### src/rtl/wb_port_arbiter.sv
// wb_port_arbiter: shares the register-file write port between pipeline writeback and queued long-latency results.
// Define WB_ARB_STARVE_EN to enable the head-starvation bubble request on pipe_stall.
module wb_port_arbiter #(
  parameter int DEPTH = 2,
  parameter int DATA_W = 64,
  parameter int STARVE_MAX = 4
)(
  input  logic              clk,
  input  logic              reset,
  input  logic              pipe_valid,
  input  logic              pipe_wen,
  input  logic [4:0]        pipe_dst,
  input  logic [DATA_W-1:0] pipe_data,
  input  logic              lu_valid,
  output logic              lu_ready,
  input  logic [4:0]        lu_dst,
  input  logic [DATA_W-1:0] lu_data,
  output logic              rf_wen,
  output logic [4:0]        rf_waddr,
  output logic [DATA_W-1:0] rf_wdata,
  output logic [31:0]       pending_mask,
  output logic              pipe_stall
);
  localparam int AW = $clog2(DEPTH);
  logic [4:0]        q_dst  [DEPTH];
  logic [DATA_W-1:0] q_data [DEPTH];
  logic [DEPTH-1:0]  q_live;
  logic [AW-1:0]     head, tail;
  logic [AW:0]       count;
  logic              pipe_wr, enq, empty, head_live, pop;
  assign pipe_wr   = pipe_valid && pipe_wen && pipe_dst != 5'd0;
  assign lu_ready  = count < (AW+1)'(DEPTH);
  // results to r0 or shadowed by a same-cycle pipe write are accepted but dropped
  assign enq       = lu_valid && lu_ready && lu_dst != 5'd0 && !(pipe_wr && lu_dst == pipe_dst);
  assign empty     = count == '0;
  assign head_live = !empty && q_live[head];
  assign pop       = !empty && (!q_live[head] || !pipe_wr);
  always_ff @(posedge clk or negedge reset)
    if (!reset) begin
      rf_wen   <= 1'b0;
      rf_waddr <= '0;
      rf_wdata <= '0;
      head     <= '0;
      tail     <= '0;
      count    <= '0;
      q_live   <= '0;
      for (int i = 0; i < DEPTH; i++) begin
        q_dst[i]  <= '0;
        q_data[i] <= '0;
      end
    end else begin
      rf_wen <= pipe_wr || head_live;
      if (pipe_wr) begin
        rf_waddr <= pipe_dst;
        rf_wdata <= pipe_data;
      end else if (head_live) begin
        rf_waddr <= q_dst[head];
        rf_wdata <= q_data[head];
      end
      for (int i = 0; i < DEPTH; i++)
        if (pipe_wr && q_dst[i] == pipe_dst) q_live[i] <= 1'b0;
      if (pop) begin
        q_live[head] <= 1'b0;
        head         <= head + AW'(1);
      end
      if (enq) begin
        q_live[tail] <= 1'b1;
        q_dst[tail]  <= lu_dst;
        q_data[tail] <= lu_data;
        tail         <= tail + AW'(1);
      end
      count <= count + (AW+1)'(enq) - (AW+1)'(pop);
    end
  always_comb begin
    pending_mask = '0;
    for (int i = 0; i < DEPTH; i++)
      if (q_live[i]) pending_mask[q_dst[i]] = 1'b1;
    pending_mask[0] = 1'b0;
  end
`ifdef WB_ARB_STARVE_EN
  logic [3:0] starve;
  always_ff @(posedge clk or negedge reset)
    if (!reset) starve <= '0;
    else if (pop || empty) starve <= '0;
    else if (starve != 4'(STARVE_MAX)) starve <= starve + 4'd1;
  assign pipe_stall = starve == 4'(STARVE_MAX);
`else
  assign pipe_stall = 1'b0;
`endif
endmodule

### config.mk
export PLATFORM = sky130hd
export DESIGN_NAME = wb_port_arbiter
export DESIGN_NICKNAME = d
export VERILOG_FILES = /design/src/rtl/wb_port_arbiter.sv
export SDC_FILE = /design/constraint.sdc
export NUM_CORES = 1
export LEC_CHECK = 0
export ABC_AREA = 1
export BUFFER_PORTS_ARGS = -buffer_cell sky130_fd_sc_hd__buf_4
export CAP_MARGIN = 20
export CORE_MARGIN = 1
export CORE_UTILIZATION = 55
export DETAILED_ROUTE_END_ITERATION = 7
export PLACE_DENSITY = 0.85
export SLEW_MARGIN = 5
export SYNTH_ARGS = -nofsm -noshare
export SYNTH_HDL_FRONTEND = slang
export SYNTH_SLANG_ARGS = --single-unit
### constraint.sdc
create_clock -name clk -period 2 [get_ports clk]
set_input_delay 0.1 -clock clk [delete_from_list [all_inputs] [get_ports clk]]
set_output_delay 0.1 -clock clk [all_outputs]
set_load 0.03 [all_outputs]
Word-level counts from Yosys, hierarchy flattened

Index checks and enable logic that the tools add are counted.

Flip-flop bits (word level): 214
RAM bits: 0
Output and inout bits: 104
Memories kept: 0
Bits in latches: 0
ROM bits: 0
Input bits: 143

Mux-type cells: 32
Reductions and logical operators: 25
Shift operators: 0
Bitwise logic cells: 6
Order comparisons: 12
Add/subtract/negate cells: 4
Multipliers: 0
Div/mod/pow operators: 0
Equality and inequality tests: 3

Operator list:

| cell                                                                   | number |
|---|---|
| 64-bit two-way mux                                                     | 6 |
| 128-bit bitwise mux                                                    | 1 |
| 64-bit demux with 1-bit select                                         | 1 |
| 32-bit two-way mux                                                     | 2 |
| 32-bit OR                                                              | 1 |
| 5-bit two-way mux                                                      | 6 |
| 5-bit == test                                                          | 3 |
| 1-bit logical AND                                                      | 15 |
| 5-bit by 6-bit < comparator with 1-bit output (second input constant)  | 2 |
| 10-bit bitwise mux                                                     | 1 |
| 1-bit demux with 5-bit select                                          | 2 |
| 5-bit by 1-bit >= comparator with 1-bit output (second input constant) | 2 |
| 5-bit nonzero test                                                     | 2 |
| 1-bit two-way mux                                                      | 8 |
| 5-bit demux with 1-bit select                                          | 1 |
| 2-bit >= comparator (second input constant)                            | 2 |
| 1-bit zero test                                                        | 4 |
| 1-bit by 2-bit < comparator with 1-bit output (second input constant)  | 2 |
| 2-bit two-way mux                                                      | 2 |
| 1-bit inverter with 2-bit output                                       | 2 |
| 1-bit adder (second input constant)                                    | 2 |
| 2-bit by 1-bit adder with 2-bit output                                 | 1 |
| 2-bit AND                                                              | 1 |
| 1-bit demux with 1-bit select                                          | 2 |
| other kinds (9)                                                        | 11 |

Depth between registers and ports, before layout

Gate-level depths: netlist of run 1.

Word-level depth: 9
Mapped depth: 13
Mapped depth without buffers: 12

Least setup slack after synthesis of run 1

OpenSTA, ideal clock, no wires.

Kind: register to register
Start point: register count[1]
End point: register count[1]
Setup slack: 0.036 ns
Data required time: 1.865 ns
Cell stages (with the launch flop): 11
Arrival: 1.829 ns
Path through: dfrtp_1 -> inv_1 -> nand3_1 -> inv_2 -> buf_2 -> nand2_1 -> ha_1 -> inv_1 -> ha_1 -> xnor2_1 -> xor2_1

Cells in the longest elaborated chain, start to end: 6
Elaborated cells between the ends (all ways): 9

RTL lines:

| item                                        | RTL line | RTL |
|---|---|---|
| start, declared                             | 29       | `logic [AW:0] count;` |
| start signal, assigned                      | 72       | `count <= count + (AW+1)'(enq) - (AW+1)'(pop);` |
| 2-bit < comparator                          | 32       | `assign lu_ready = count < (AW+1)'(DEPTH);` |
| via lu_ready                                | 15       | `output logic lu_ready,` |
| 1-bit logical AND (3 in a row)              | 34       | `assign enq = lu_valid && lu_ready && lu_dst != 5'd0 && !(pipe_wr && lu_dst == pipe_dst);` |
| 2-bit by 1-bit adder with 2-bit output      | 72       |  |
| 2-bit by 1-bit subtractor with 2-bit output | 72       |  |

The timed path passes the listed nets, and every way through them passes these cells.
A chain may end at the register's enable or synchronous reset.

Worst setup path in the final report of run 1

Start point: register q_dst[6] (netlist bit)
End point: output port pending_mask[26]

Cells in the longest elaborated chain, start to end: 7
Elaborated cells between the ends (all ways): 8

RTL lines:

| item                                                                                                                                  | RTL line | RTL |
|---|---|---|
| start, declared                                                                                                                       | 25       | `logic [4:0] q_dst [DEPTH];` |
| start signal, assigned by index                                                                                                       | 68       | `q_dst[tail] <= lu_dst;` |
| 5-bit by 6-bit < comparator with 1-bit output (implied by the code) or 5-bit by 1-bit >= comparator with 1-bit output (tied branches) | 77       | `if (q_live[i]) pending_mask[q_dst[i]] = 1'b1;` |
| 1-bit logical AND (implied by the code)                                                                                               | 77       |  |
| 1-bit two-way mux (implied by the code)                                                                                               | 77       |  |
| 1-bit demux with 5-bit select *                                                                                                       | 77       |  |
| 32-bit two-way mux *                                                                                                                  | 77       |  |
| 32-bit OR (no source line)                                                                                                            | -        |  |
| 32-bit two-way mux *                                                                                                                  | 77       |  |
| end, declared                                                                                                                         | 21       | `output logic [31:0] pending_mask,` |

Mark *: on every way between the ends. The rest lies on a longest branch, timed or not.

==> metrics.cfg, run 1 <==
[sta]
finalSetupTns_ns=0
finalHoldViolCount=0
slew_headroom_pct=47.14
skew_ns=0.02768
fmax_ghz=0.5059
slew_violations=0
timing.final.ws_setup_ns=0.02327
finalCritPeriodShare_pct=98.84
tightest_slew_ns=0.7928
setup_viol=0
timing.hold.ws_ns=0.1075
min_period_ns=1.977

[critical_path]
end_kind=output pin
critPathMaxStageDelay_ns=0.45
r2r-start=q_live[0]
path_class=reg -> out
reg2reg_slack_ns=0.09
cp-start-kind=flop
r2r_cells=10
timing.rr.end=count[1]
required_ns=1.90
path_cells=inv_1, nor3_4, nand2_1, o21ai_0, buf_4
crit_arrival_ns=1.88
crit_fanout=8
cp_slowest_cell=dfrtp_2

[floorplanning]
design.die.area_mm2=0.02011
initial_core_util_pct=56.73
core_area_mm2=0.01896
die_w_um=141.8
rows=50
die_y_um=141.8
ios=247

[yosys]
synth_top_cell_area_share_pct=49.80
yosys_warnings=0
avgSynthCellArea_um2=8.500
ys_seq_elements=214
ys_types=29
synth.area.top_cells=dfrtp_1, nand2_1, nand4_1
netlist_area_mm2=0.01075
post-synth-top-area-cell=dfrtp_1
syn_inst=1265
seq_area_frac_synth_pct=49.80

[pwr]
leakage_nw=7.359
clkPwrFrac_pct=18.8
vdd_drop_max_v=0.0008223
cellPowerDensity_mw_per_mm2=1497
internal-power_w=0.01256
pwr-share-comb_pct=46.3
switching_share_pct=43.97
seq_power_share_pct=34.8
finalPower_w=0.02241
switchingPower_w=0.009854

[clock_network]
ctsLongestPathBuffers=3
cts-root-buf=clkbuf_16
cts_tree=yes
cts_inserted_buffers=23
htreeDepth=1
cts_sinks=214
worstSkewPairLatency_ns=0.52
cts.clk_slew.worst_paths_ns=0.06

[hold_path]
hold_start=pipe_wen
min_to=rf_waddr[3]
min_path_type=in -> reg
min_delay_path_depth=6

[placed_design]
port_buffers=244
dp_hpwl_mm=20.05
pre_cts_ws_ns=0.2044
place_congestion=0.8984

[drt]
drcViolationCount=0
via_per_inst=6.184
via_count=11540
drt_iter0_drc=1260
first_pass_iters=6
ant_nets=0
drt_wl_total_mm=36.79
wl_per_cell_um=19.72

[finish]
fill_cells=1187
drive_gt1_share_pct=24.56
final_util_pct=78.98
layout-area-overhead-vs-synth_pct=39.24
seq_area_mm2=0.005364
multi_input_area_mm2=0.004767
nets=1732

[run]
cap_violations=0

[global_route]
grt_use_total_pct=35.83
grt-ovfl-total=0
grt_max_degree=143
grt_pass1_wl_mm=57.04
grt_pass1_vias=11240
grt_antenna_before_repair=0

[status]
outcome=finished, final reports clean

sequential cells by signal, indices dropped and copies added, names as in the netlist:
signal	count
q_dst	10
rf_wdata	64
count	2
q_data	128
q_live	2
rf_waddr	5
head	1
rf_wen	1
tail	1
power by group through the flow:
stage          combinational [W]  sequential [W]  clock, W
2_1_floorplan            0.00523         0.00857         0
3_3_place_gp             0.00933         0.00761         0
3_5_place_dp             0.00966         0.00767         0
4_1_cts                  0.00995         0.00763   0.00424
5_1_grt                   0.0111         0.00796   0.00443
6_report                  0.0104         0.00780   0.00422
placed cells by master (no fill, tap or decap), types with 2 or more instances in the layout:
cell / synthesis / routed
buf_12: 0 / 15
buf_4: 5 / 263
bufinv_16: 0 / 2
clkbuf_1: 46 / 5
clkbuf_16: 0 / 23
clkbuf_8: 0 / 3
clkinv_2: 0 / 8
conb_1: 1 / 2
dfrtp_1: 214 / 207
dfrtp_2: 0 / 7
diode_2: 0 / 2
dlygate4sd3_1: 0 / 139
ha_1: 2 / 2
inv_1: 20 / 19
inv_2: 4 / 4
nand2_1: 401 / 400
nand3_1: 152 / 151
nand3_4: 1 / 3
nand4_1: 138 / 138
nor2_1: 5 / 5
nor3_1: 14 / 7
nor3_2: 3 / 4
nor3_4: 0 / 6
o2111ai_1: 68 / 68
o211ai_1: 2 / 2
o21ai_0: 32 / 31
or2_1: 17 / 17
or2_2: 48 / 48
xor2_1: 14 / 14
area by class of cell:
class,instances,share of cell area (%)
antenna,2,0.03343
clock buffer,30,4.153
clock inverter,12,0.7772
inverter,24,0.6184
multi-input combinational,906,31.84
sequential,214,35.83
tap,260,2.173
timing repair buffer,418,24.58
kinds of logic (layout without fill, tap and decap cells):
family | count (synthesis) | in the layout | share of synthesized area (%)
compound gates | 104 | 104 | 7.296
xor+xnor | 16 | 16 | 1.303
fa+ha+maj | 2 | 2 | 0.2327
buf+inv | 146 | 484 | 6.935
flops | 214 | 214 | 49.80
other cells | 1 | 4 | 0.03487
simple gates | 782 | 782 | 34.40
stage by stage:
stage	instances	area (µm²)
after floorplan	1266	10760
after global placement	1678	12680
after detailed placement	1678	12680
after CTS	1859	14810
after global routing	1864	14970
final	1866	14970
per-layer routing:
layer | GRT usage, % | wire length, µm
met2 | 60.75 | 18320
met1 | 44.33 | 13570
met5 | 0 | 0
met3 | 5.872 | 3183
met4 | 18.39 | 1722
timing repair:
item,in CTS,in global routing
buffers inserted,0,5
hold endpoints to repair,298,0
endpoints found under the setup margin,25,32
gates resized for setup,1,21
hold buffers,139,0
pin swaps,0,4
cells in the mapped netlist, drive strengths merged:
| cell | number |
|---|---|
| o21ai | 33 |
| dfrtp | 214 |
| o211ai | 2 |
| nor3 | 17 |
| o2bb2ai | 1 |
| nand2 | 402 |
| nor2 | 5 |
| xor2 | 14 |
| xnor2 | 2 |
| ha | 2 |
| conb | 1 |
| buf | 76 |
| nand4 | 138 |
| inv | 24 |
| or2 | 65 |
| clkbuf | 46 |
| o2111ai | 68 |
| nand3 | 155 |
worst max-delay path by stage:
stage | start | to | slack [ns] | depth (start not counted)
after floorplan | count[1] | count[1] | 0.04 | 10
after CTS | q_dst[5] | pending_mask[17] | -0.12 | 5
after global routing | q_dst[6] | pending_mask[26] | -0.06 | 5
after global placement | head | count[1] | 0.24 | 9
final | q_dst[6] | pending_mask[26] | 0.02 | 5
after detailed placement | head | count[1] | 0.20 | 9
critical path: cells and delay by family, from the launching register on:
kind	cells	cell delay, ns
buffers and inverters	2	0.34
flip-flops	1	0.45
AND/OR/NAND/NOR	2	0.46
AO/OA/AOI/OAI	1	0.11
Note: power is estimated with default switching activity, not from simulation.
==> run 2, diff against run 1 <==
- RECOVER_POWER: not set -> 25
- SLEW_MARGIN: 5 -> not set
==> metrics.cfg, run 2 (synthesized netlist as in run 1, its figures left out) <==
[sta]
setup_viol=0
slew_violations=56
slew_headroom_pct=-1.457
fmax_ghz=0.5086
timing.final.ws_setup_ns=0.03389
finalSetupTns_ns=0
skew_ns=0.02492
min_period_ns=1.966
finalCritPeriodShare_pct=98.31
tightest_slew_ns=1.522
timing.hold.ws_ns=0.1099
finalHoldViolCount=0

[global_route]
use_met3_pct=5.872
grt_antenna_before_repair=0
grt_max_degree=143
grt-ovfl-total=0
grt_pass1_wl_mm=57.04
grt_pass1_vias=11240
met2_usage_pct=60.75
gr-max-usage-layer=met2
met1_usage_pct=44.33
grt_use_total_pct=35.83

[finish]
multi_input_area_mm2=0.004767
largestRegisters=q_data (128), rf_wdata (64), q_dst (10)
fill_cells=1190
final_cell_area_mm2=0.01494
layout_common_cells=nand2_1, buf_4, dfrtp_1
drive_gt1_share_pct=24.50
regMostFlops=q_data
fin_cells=1866
layout_commonest_cell=nand2_1
layout-area-overhead-vs-synth_pct=38.96
nets=1732
seq_area_mm2=0.005364
largest_reg_flops=128

[critical_path]
timing.rr.end=count[1]
critPathTopFamily=flip-flops
cp_slowest_cell=dfrtp_2
path_cells=inv_1, nor3_4, nand2_1, o21ai_0, buf_4
crit_fanout=8
r2r-start=q_live[0]
required_ns=1.90
critPathMaxStageDelay_ns=0.45
path_class=reg -> out
cp_num_buf_inv=2
cp-start-kind=flop
crit_arrival_ns=1.87
reg2reg_slack_ns=0.10
r2r_cells=10
end_kind=output pin

[hold_path]
min_to=rf_waddr[3]
min_path_type=in -> reg
min_delay_path_depth=6
hold_start=pipe_wen

[clock_network]
cts_tree=yes
cts-root-buf=clkbuf_16
cts_sinks=214
cts_inserted_buffers=23
htreeDepth=1
worstSkewPairLatency_ns=0.52
cts.clk_slew.worst_paths_ns=0.06
ctsLongestPathBuffers=3

[floorplanning]
die_w_um=141.8
ios=247
rows=50
initial_core_util_pct=56.73
die_y_um=141.8
core_area_mm2=0.01896
design.die.area_mm2=0.02011

[drt]
first_pass_iters=8
wl_per_cell_um=19.69
drcViolationCount=0
drt_wl_total_mm=36.74
via_per_inst=6.207
via_count=11580
ant_nets=0
drt_iter0_drc=1186

[run]
cap_violations=1

[pwr]
vdd_drop_max_v=0.0008249
switching_share_pct=43.99
leakage_nw=7.346
pwr-share-comb_pct=46.3
seq_power_share_pct=34.8
cellPowerDensity_mw_per_mm2=1500
internal-power_w=0.01255
switchingPower_w=0.009861
clkPwrFrac_pct=18.9

[placed_design]
pre_cts_ws_ns=0.2044
dp_hpwl_mm=20.05
postPlaceCellArea_mm2=0.01268
place_congestion=0.8984
port_buffers=244
dp.cells=1678

[status]
failed_checks=capacitance limit, slew limit
outcome=finished, violations left

==> run 2: per-layer routing <==
layer | up-vias | part of all wire [%]
li1 | 5038 | -
met1 | 5547 | 36
met2 | 819 | 49
met3 | 178 | 9.4
met4 | 0 | 4.9
met5 | - | 0
==> run 2: worst register-to-register path, cell delays in order, from the launching register on <==
cell and delay, ns:
dfrtp_1 0.35, inv_1 0.16, o21ai_2 0.20, nand2_1 0.11, nand2_1 0.09, inv_1 0.05, ha_1 0.26, inv_1 0.04
ha_1 0.20, xnor2_2 0.15, xor2_1 0.18
==> run 2: through the flow <==
step / power (W) / utilization, %
global placement: 0.01694 / 66.89
floorplan: 0.01380 / -
finish: 0.02241 / 78.83
global route: 0.02348 / 78.80
CTS: 0.02182 / 78.15
detailed placement: 0.01733 / 66.89
==> run 2: cell type report <==
class | instances | area share, %
Antenna cell | 2 | 0.03350
Clock buffer | 30 | 4.162
Clock inverter | 12 | 0.7788
Inverter | 24 | 0.6197
Multi-Input combinational cell | 906 | 31.90
Sequential cell | 214 | 35.90
Tap cell | 260 | 2.177
Timing Repair Buffer | 418 | 24.43
==> run 2: repair_timing <==
item	CTS	global route
hold endpoints to repair	298	0
pin swaps	0	4
setup buffers	0	5
hold buffers	139	0
setup endpoints to repair	25	32
resized for setup	1	21
==> run 2: how the worst max path moves through the flow <==
stage / startpoint / end / depth (start not counted)
after floorplan: count[1] / count[1] / 10
after global placement: head / count[1] / 9
after detailed placement: head / count[1] / 9
after CTS: q_dst[5] / pending_mask[17] / 5
after global routing: q_dst[6] / pending_mask[26] / 5
final: q_dst[6] / pending_mask[26] / 5
==> run 2: power groups by stage <==
| stage | logic [W] | clock network [W] | registers, W |
|---|---|---|---|
| detailed placement | 0.00966 | 0 | 0.00767 |
| CTS | 0.00995 | 0.00424 | 0.00763 |
| floorplan | 0.00523 | 0 | 0.00857 |
| global route | 0.0111 | 0.00443 | 0.00796 |
| global placement | 0.00933 | 0 | 0.00761 |
| finish | 0.0104 | 0.00423 | 0.00780 |
